[src/rtl/event_pkg.sv]
// Shared types and sizing constants for the event dispatcher slice.
package event_pkg;

   localparam int EVENT_W    = 16;
   localparam int MAX_EVENTS = 16;
   localparam int IDX_W      = 4;

   typedef enum logic [1:0] {
      IDLE    = 2'd0,
      REQ     = 2'd1,
      SERVICE = 2'd2
   } dispatch_state_t;

endpackage

[src/rtl/event_dispatcher_if.sv]
// CPU interrupt handshake: request/vector toward the core, ack/done back.
interface event_dispatcher_if;
   import event_pkg::*;

   logic               irq_req;
   logic [EVENT_W-1:0] vector_out;
   logic               irq_ack;
   logic               irq_done;

   modport master (output irq_req, output vector_out, input irq_ack, input irq_done);
   modport slave  (input irq_req, input vector_out, output irq_ack, output irq_done);

endinterface

[src/rtl/event_priority_encoder.sv]
// Combinational highest-set-index encoder; the top index is the most urgent.
module event_priority_encoder
   import event_pkg::*;
#(
   parameter int NUM_INPUTS = 6
) (
   input  logic [NUM_INPUTS-1:0] candidates,
   output logic                  valid,
   output logic [IDX_W-1:0]      index
);

   // Scan upward so the last (highest) set bit determines the index.
   always_comb begin
      valid = |candidates;
      index = {IDX_W{1'b0}};
      for (int i = 0; i < NUM_INPUTS; i++) begin
         index = candidates[i] ? IDX_W'(i) : index;
      end
   end

endmodule

[src/rtl/event_dispatcher.sv]
// Latches event edges, gates them with a firmware mask and hands the most
// urgent one to the CPU through a req/ack/done handshake.
module event_dispatcher
   import event_pkg::*;
#(
   parameter int NUM_INPUTS = 6
) (
   input  logic                  sysclk,
   input  logic                  sysreset,
   input  logic [NUM_INPUTS-1:0] event_signals,
   input  logic                  mask_load,
   input  logic                  overrun_clear,
   input  logic [EVENT_W-1:0]    data_in,
   output logic [EVENT_W-1:0]    mask_out,
   output logic [EVENT_W-1:0]    pending_out,
   output logic [EVENT_W-1:0]    overrun_out,
   event_dispatcher_if.master    irq_bus
);

   dispatch_state_t       state_r;
   logic [NUM_INPUTS-1:0] ev_q_r;
   logic [NUM_INPUTS-1:0] pending_r;
   logic [NUM_INPUTS-1:0] overrun_r;
   logic [NUM_INPUTS-1:0] mask_r;
   logic [NUM_INPUTS-1:0] rise_s;
   logic [NUM_INPUTS-1:0] clear_s;
   logic [NUM_INPUTS-1:0] overrun_set_s;
   logic                  win_valid_s;
   logic [IDX_W-1:0]      win_index_s;

   event_priority_encoder #(
      .NUM_INPUTS (NUM_INPUTS)
   ) u_encoder (
      .candidates (pending_r & mask_r),
      .valid      (win_valid_s),
      .index      (win_index_s)
   );

   // Edge detection and the one-hot clear of the event being dispatched.
   always_comb begin
      rise_s  = event_signals & ~ev_q_r;
      clear_s = {NUM_INPUTS{1'b0}};
      if ((state_r == IDLE) && win_valid_s) begin
         clear_s = NUM_INPUTS'(1'b1) << win_index_s;
      end else begin
         clear_s = {NUM_INPUTS{1'b0}};
      end
      overrun_set_s = rise_s & pending_r & ~clear_s;
   end

   // Pending, overrun and mask registers; a new rise beats a clear on the same bit.
   always_ff @(posedge sysclk) begin
      if (sysreset) begin
         ev_q_r    <= {NUM_INPUTS{1'b0}};
         pending_r <= {NUM_INPUTS{1'b0}};
         overrun_r <= {NUM_INPUTS{1'b0}};
         mask_r    <= {NUM_INPUTS{1'b0}};
      end else begin
         ev_q_r    <= event_signals;
         pending_r <= (pending_r & ~clear_s) | rise_s;
         overrun_r <= (overrun_clear ? {NUM_INPUTS{1'b0}} : overrun_r) | overrun_set_s;
         if (mask_load) begin
            mask_r <= data_in[NUM_INPUTS-1:0];
         end else begin
            mask_r <= mask_r;
         end
      end
   end

   // Dispatch FSM with registered request and vector.
   always_ff @(posedge sysclk) begin
      if (sysreset) begin
         state_r            <= IDLE;
         irq_bus.irq_req    <= 1'b0;
         irq_bus.vector_out <= {EVENT_W{1'b0}};
      end else begin
         case (state_r)
            IDLE: begin
               if (win_valid_s) begin
                  state_r            <= REQ;
                  irq_bus.irq_req    <= 1'b1;
                  irq_bus.vector_out <= EVENT_W'(win_index_s);
               end else begin
                  irq_bus.irq_req    <= 1'b0;
               end
            end
            REQ: begin
               if (irq_bus.irq_ack) begin
                  state_r         <= SERVICE;
                  irq_bus.irq_req <= 1'b0;
               end else begin
                  irq_bus.irq_req <= 1'b1;
               end
            end
            SERVICE: begin
               irq_bus.irq_req <= 1'b0;
               if (irq_bus.irq_done) begin
                  state_r <= IDLE;
               end else begin
                  state_r <= SERVICE;
               end
            end
            default: begin
               state_r         <= IDLE;
               irq_bus.irq_req <= 1'b0;
            end
         endcase
      end
   end

   assign mask_out    = EVENT_W'(mask_r);
   assign pending_out = EVENT_W'(pending_r);
   assign overrun_out = EVENT_W'(overrun_r);

endmodule

[src/flat_wrapper.sv]
// flat-port wrapper written by rule: the top's interface ports become plain ports
module event_dispatcher_flat import event_pkg::*;
#(
   parameter int NUM_INPUTS = 6
)
  (sysclk, sysreset, event_signals, mask_load, overrun_clear, data_in, mask_out, pending_out, overrun_out, irq_bus_irq_req, irq_bus_vector_out, irq_bus_irq_ack, irq_bus_irq_done);
  event_dispatcher_if irq_bus_i ();
  input  logic sysclk;
  input  logic sysreset;
  input  logic [NUM_INPUTS-1:0] event_signals;
  input  logic mask_load;
  input  logic overrun_clear;
  input  logic [EVENT_W-1:0] data_in;
  output logic [EVENT_W-1:0] mask_out;
  output logic [EVENT_W-1:0] pending_out;
  output logic [EVENT_W-1:0] overrun_out;
  output wire logic [$bits(irq_bus_i.irq_req)-1:0] irq_bus_irq_req;
  output wire logic [$bits(irq_bus_i.vector_out)-1:0] irq_bus_vector_out;
  input wire logic [$bits(irq_bus_i.irq_ack)-1:0] irq_bus_irq_ack;
  input wire logic [$bits(irq_bus_i.irq_done)-1:0] irq_bus_irq_done;
  assign irq_bus_irq_req = irq_bus_i.irq_req;
  assign irq_bus_vector_out = irq_bus_i.vector_out;
  assign irq_bus_i.irq_ack = irq_bus_irq_ack;
  assign irq_bus_i.irq_done = irq_bus_irq_done;
  event_dispatcher #(.NUM_INPUTS(NUM_INPUTS)) u_core (.sysclk(sysclk), .sysreset(sysreset), .event_signals(event_signals), .mask_load(mask_load), .overrun_clear(overrun_clear), .data_in(data_in), .mask_out(mask_out), .pending_out(pending_out), .overrun_out(overrun_out), .irq_bus(irq_bus_i));
endmodule
[config.mk]
export PLATFORM = sky130hd
export DESIGN_NAME = event_dispatcher_flat
export DESIGN_NICKNAME = d
export VERILOG_FILES = /design/src/rtl/event_pkg.sv /design/src/rtl/event_dispatcher_if.sv /design/src/rtl/event_priority_encoder.sv /design/src/rtl/event_dispatcher.sv /design/src/flat_wrapper.sv
export SDC_FILE = /design/constraint.sdc
export NUM_CORES = 1
export LEC_CHECK = 0
export BUFFER_PORTS_ARGS = -buffer_cell sky130_fd_sc_hd__buf_2
export CORE_MARGIN = 2
export CORE_UTILIZATION = 46
export DETAILED_ROUTE_END_ITERATION = 16
export PLACE_DENSITY = 0.94
export SLEW_MARGIN = 20
export SYNTH_ARGS = -nofsm -noshare
export SYNTH_HDL_FRONTEND = slang
export SYNTH_SLANG_ARGS = --single-unit
[constraint.sdc]
create_clock -name sysclk -period 3.41 [get_ports sysclk]
set_clock_uncertainty 0.2 [all_clocks]
set_input_delay 0 -clock sysclk [delete_from_list [all_inputs] [get_ports sysclk]]
set_output_delay 0 -clock sysclk [all_outputs]
set_load 0.005 [all_outputs]
==> impl_results.md <==
* Worst Tran Pin Value at about 0.54 ns
* Net Switching at between 0.0002 and 0.00025 W
* Internal at 0.000547 W
* Max incr delay on CP at 0.56 ns
* Vias per cell at approximately 4.7
* Core Area at 3080 um2
* Slew Viols, Final at 0
* Final cell utilization of the core at 0.641
* Largest family of logic cells by synthesized area: buffers and inverters
* VDD IR-drop max at ~0.00033 V
* Drt pass-1 iters at 4
* Post-Synthesis Cells at roughly 160
* Routed Antenna Nets at 0
* Synth warn at 0
* CTS Sinks at 30
* Top FF cell, synth: dfxtp_1
* FF+latch area at roughly 600 um2
* Wire length per cell at 13.3 um
* Most common cell after layout, fill and taps aside: conb_1
* Startpoint Class: register
* Inserted Diodes at 0
* Cell family with most CP delay: buffers and inverters
* Layout cells sized above 1 at 0.216
* Min Tclk post-route at 2.01 ns
* Switching fraction of total power at 0.285
* Worst-path clk slew at about 0.10 ns
* Post-DP HPWL at 2020 um
* Port bufs at 39
* Compound-gate portion of the synthesized area at 0.148
* Fillcell total at approximately 250
* CP Class: register to register
* Synth Area in XOR/XNOR at 0
* Longest Clk Path Bufs at 2
* Starting Density at 0.485
* Drt initial violations at 33
* Worst relative slew slack at 0.637
* Leakage at between 0.9 and 1 nW
* Crit path DAT at roughly 2.1 ns
* Residual DRC at 0
* Critical path fanouts, max at 6
* Setup_tns at 0 ns
* CP Buf/Inv Count at 2
* Reg power frac at 0.516
* Post-synthesis mux area share at 0.0402
* CP Cell Sequence: mux2i_1 > dlygate4sd3_1 > nor2_1 > dlygate4sd3_1
* Vias in the first global route at between 1000 and 1500
* # IOs at 93
* Clock network fraction of design power at 0.295
* Unique cell type count in the Yosys netlist at 33
* H-tree lvl count at 2
* Post-synth ARST share at 0
* Initial antenna violation count at 0
* Mapped Area at ~1500 um2
* Slowest-stage cell, CP: dlygate4sd3_1
* Pre-CTS WS at approximately 1.9 ns
* CP required at ~3.5 ns
* Synthesized area per cell at about 9 um2
* Die area at 3720 um2
* Element type at the critical path end: register
* Seq/Total Area, Yosys at 0.402
* DR vias at around 1300
* Power per cell area at a little under 400 nW/um2
* Outcome: finished, final reports clean
* Max Clk Rate at between 400 and 500 MHz
* Gr ovfl total at 0
* Fin nets at about 270
* Number of synthesized flops with an enable pin at 0
* Global-route wire length before repair at between 5000 and 6000 um
* Setup Fix Bufs, Post-CTS at 0
* Worst hold path class: register to register
* Synth Area in Simple Gates at 0.175
* Worst setup margin at around 1.4 ns
* GRT Total Usage at 0.207
* Root Buffer: clkbuf_4
* Total CTS buffers at 5
* Placer Congestion at just over 0.7
* Final hold violations at 0
* Most frequent cells in the layout: conb_1 (43), buf_2 (39), dlygate4sd3_1 (35)
* Routed wire length at roughly 3800 um
* Worst-Skew Late Latency at ~0.34 ns
* Total Power at 0.000765 W
* Largest net degree at the start of global routing at 32
* Gate power share at 0.190
* Synthesized flop and latch total at 30
* CP most frequent cell: dlygate4sd3_1
* Period utilization at 0.589
* Chip height at between 60 and 70 um
* Max_cap viols at 0
* Setup Viol. Count Final at 0
* Post-synthesis adder-cell area fraction at 0
* Die width at 61.0 um
* Unrepaired setup endpoints after global routing: false
* TritonCTS clock tree: yes
* Area delta synth->final at 32.1%
* Row count at 20
* Multi-input gate area at ~700 um2
timing repair:
item,CTS,global route
hold endpoints to repair,29,0
setup endpoints to repair,0,0
hold buffers,35,0
gates resized for setup,0,0
metal layers:
| layer | up-vias | track usage | part of all wire |
|---|---|---|---|
| li1 | 623 | - | - |
| met1 | 620 | 0.217 | 0.37 |
| met2 | 86 | 0.364 | 0.51 |
| met3 | 11 | 0.0768 | 0.083 |
| met4 | 0 | 0.102 | 0.029 |
| met5 | - | 0 | 0 |
worst paths after layout:
kind                                start                      endpoint  slack (ns)  depth (start not counted)
max                      u_core.mask_r[3]              u_core.mask_r[3]        1.40                          4
min          u_core.irq_bus.vector_out[0]  u_core.irq_bus.vector_out[0]        0.29                          2
max reg2reg              u_core.mask_r[3]              u_core.mask_r[3]        1.40                          4
min reg2reg  u_core.irq_bus.vector_out[0]  u_core.irq_bus.vector_out[0]        0.29                          2
synth_stat cells, types with 2 or more instances:
cell,instances,area (um2)
dfxtp_1,30,601
nand4_1,2,12.5
nor2_1,15,56.3
clkbuf_1,2,7.51
a21oi_1,7,35.0
nand2_1,9,33.8
nand2b_1,3,18.8
a22o_1,4,35.0
buf_4,43,323
nand3_1,5,25.0
inv_1,2,7.51
o21ai_0,4,20.0
a22oi_1,2,15.0
mux2i_1,6,60.1
o31ai_1,3,22.5
a32oi_1,3,26.3
nor2b_1,8,50.1
worst reg2reg max path, cell delays in order (launching register included):
cell and delay [ns]:
dfxtp_1 0.46, mux2i_1 0.10, dlygate4sd3_1 0.56, nor2_1 0.08, dlygate4sd3_1 0.56
cell type report:
| cell class | instances | area share |
|---|---|---|
| clock buffers | 7 | 0.0279 |
| multi-input cells | 127 | 0.357 |
| well taps | 44 | 0.0279 |
| clock inverters | 1 | 0.00254 |
| flip-flops and latches | 30 | 0.305 |
| inverters | 2 | 0.00381 |
| repair buffers | 74 | 0.277 |
sequential cells by signal (all words and copies together) (netlist names):
name and count:
u_core.ev_q_r 6, u_core.irq_bus.irq_req 1, u_core.irq_bus.vector_out 3, u_core.mask_r 6, u_core.overrun_r 6, u_core.pending_r 6, u_core.state_r 2
cells by family after synthesis:
family,count (synthesis)
compound gates,29
buf+inv,49
flops,30
mux,6
other cells,1
simple gates,49
metrics by stage:
step           std cells  hold WS, ns  instance area, um2
5_1_grt              285        0.298                1970
6_report             285        0.286                1970
2_1_floorplan        206      -0.0718                1650
4_1_cts              285        0.277                1970
3_5_place_dp         242       0.0279                1560
3_3_place_gp         242       0.0232                1560
power by group through the flow:
stage          Combinational (W)  Sequential (W)  Clock [W]
2_1_floorplan           0.000102        0.000399          0
3_3_place_gp            0.000101        0.000399          0
3_5_place_dp            0.000104        0.000400          0
4_1_cts                 0.000138        0.000392   0.000223
5_1_grt                 0.000160        0.000398   0.000242
6_report                0.000145        0.000395   0.000226
Power figures use the tool's default switching activity.
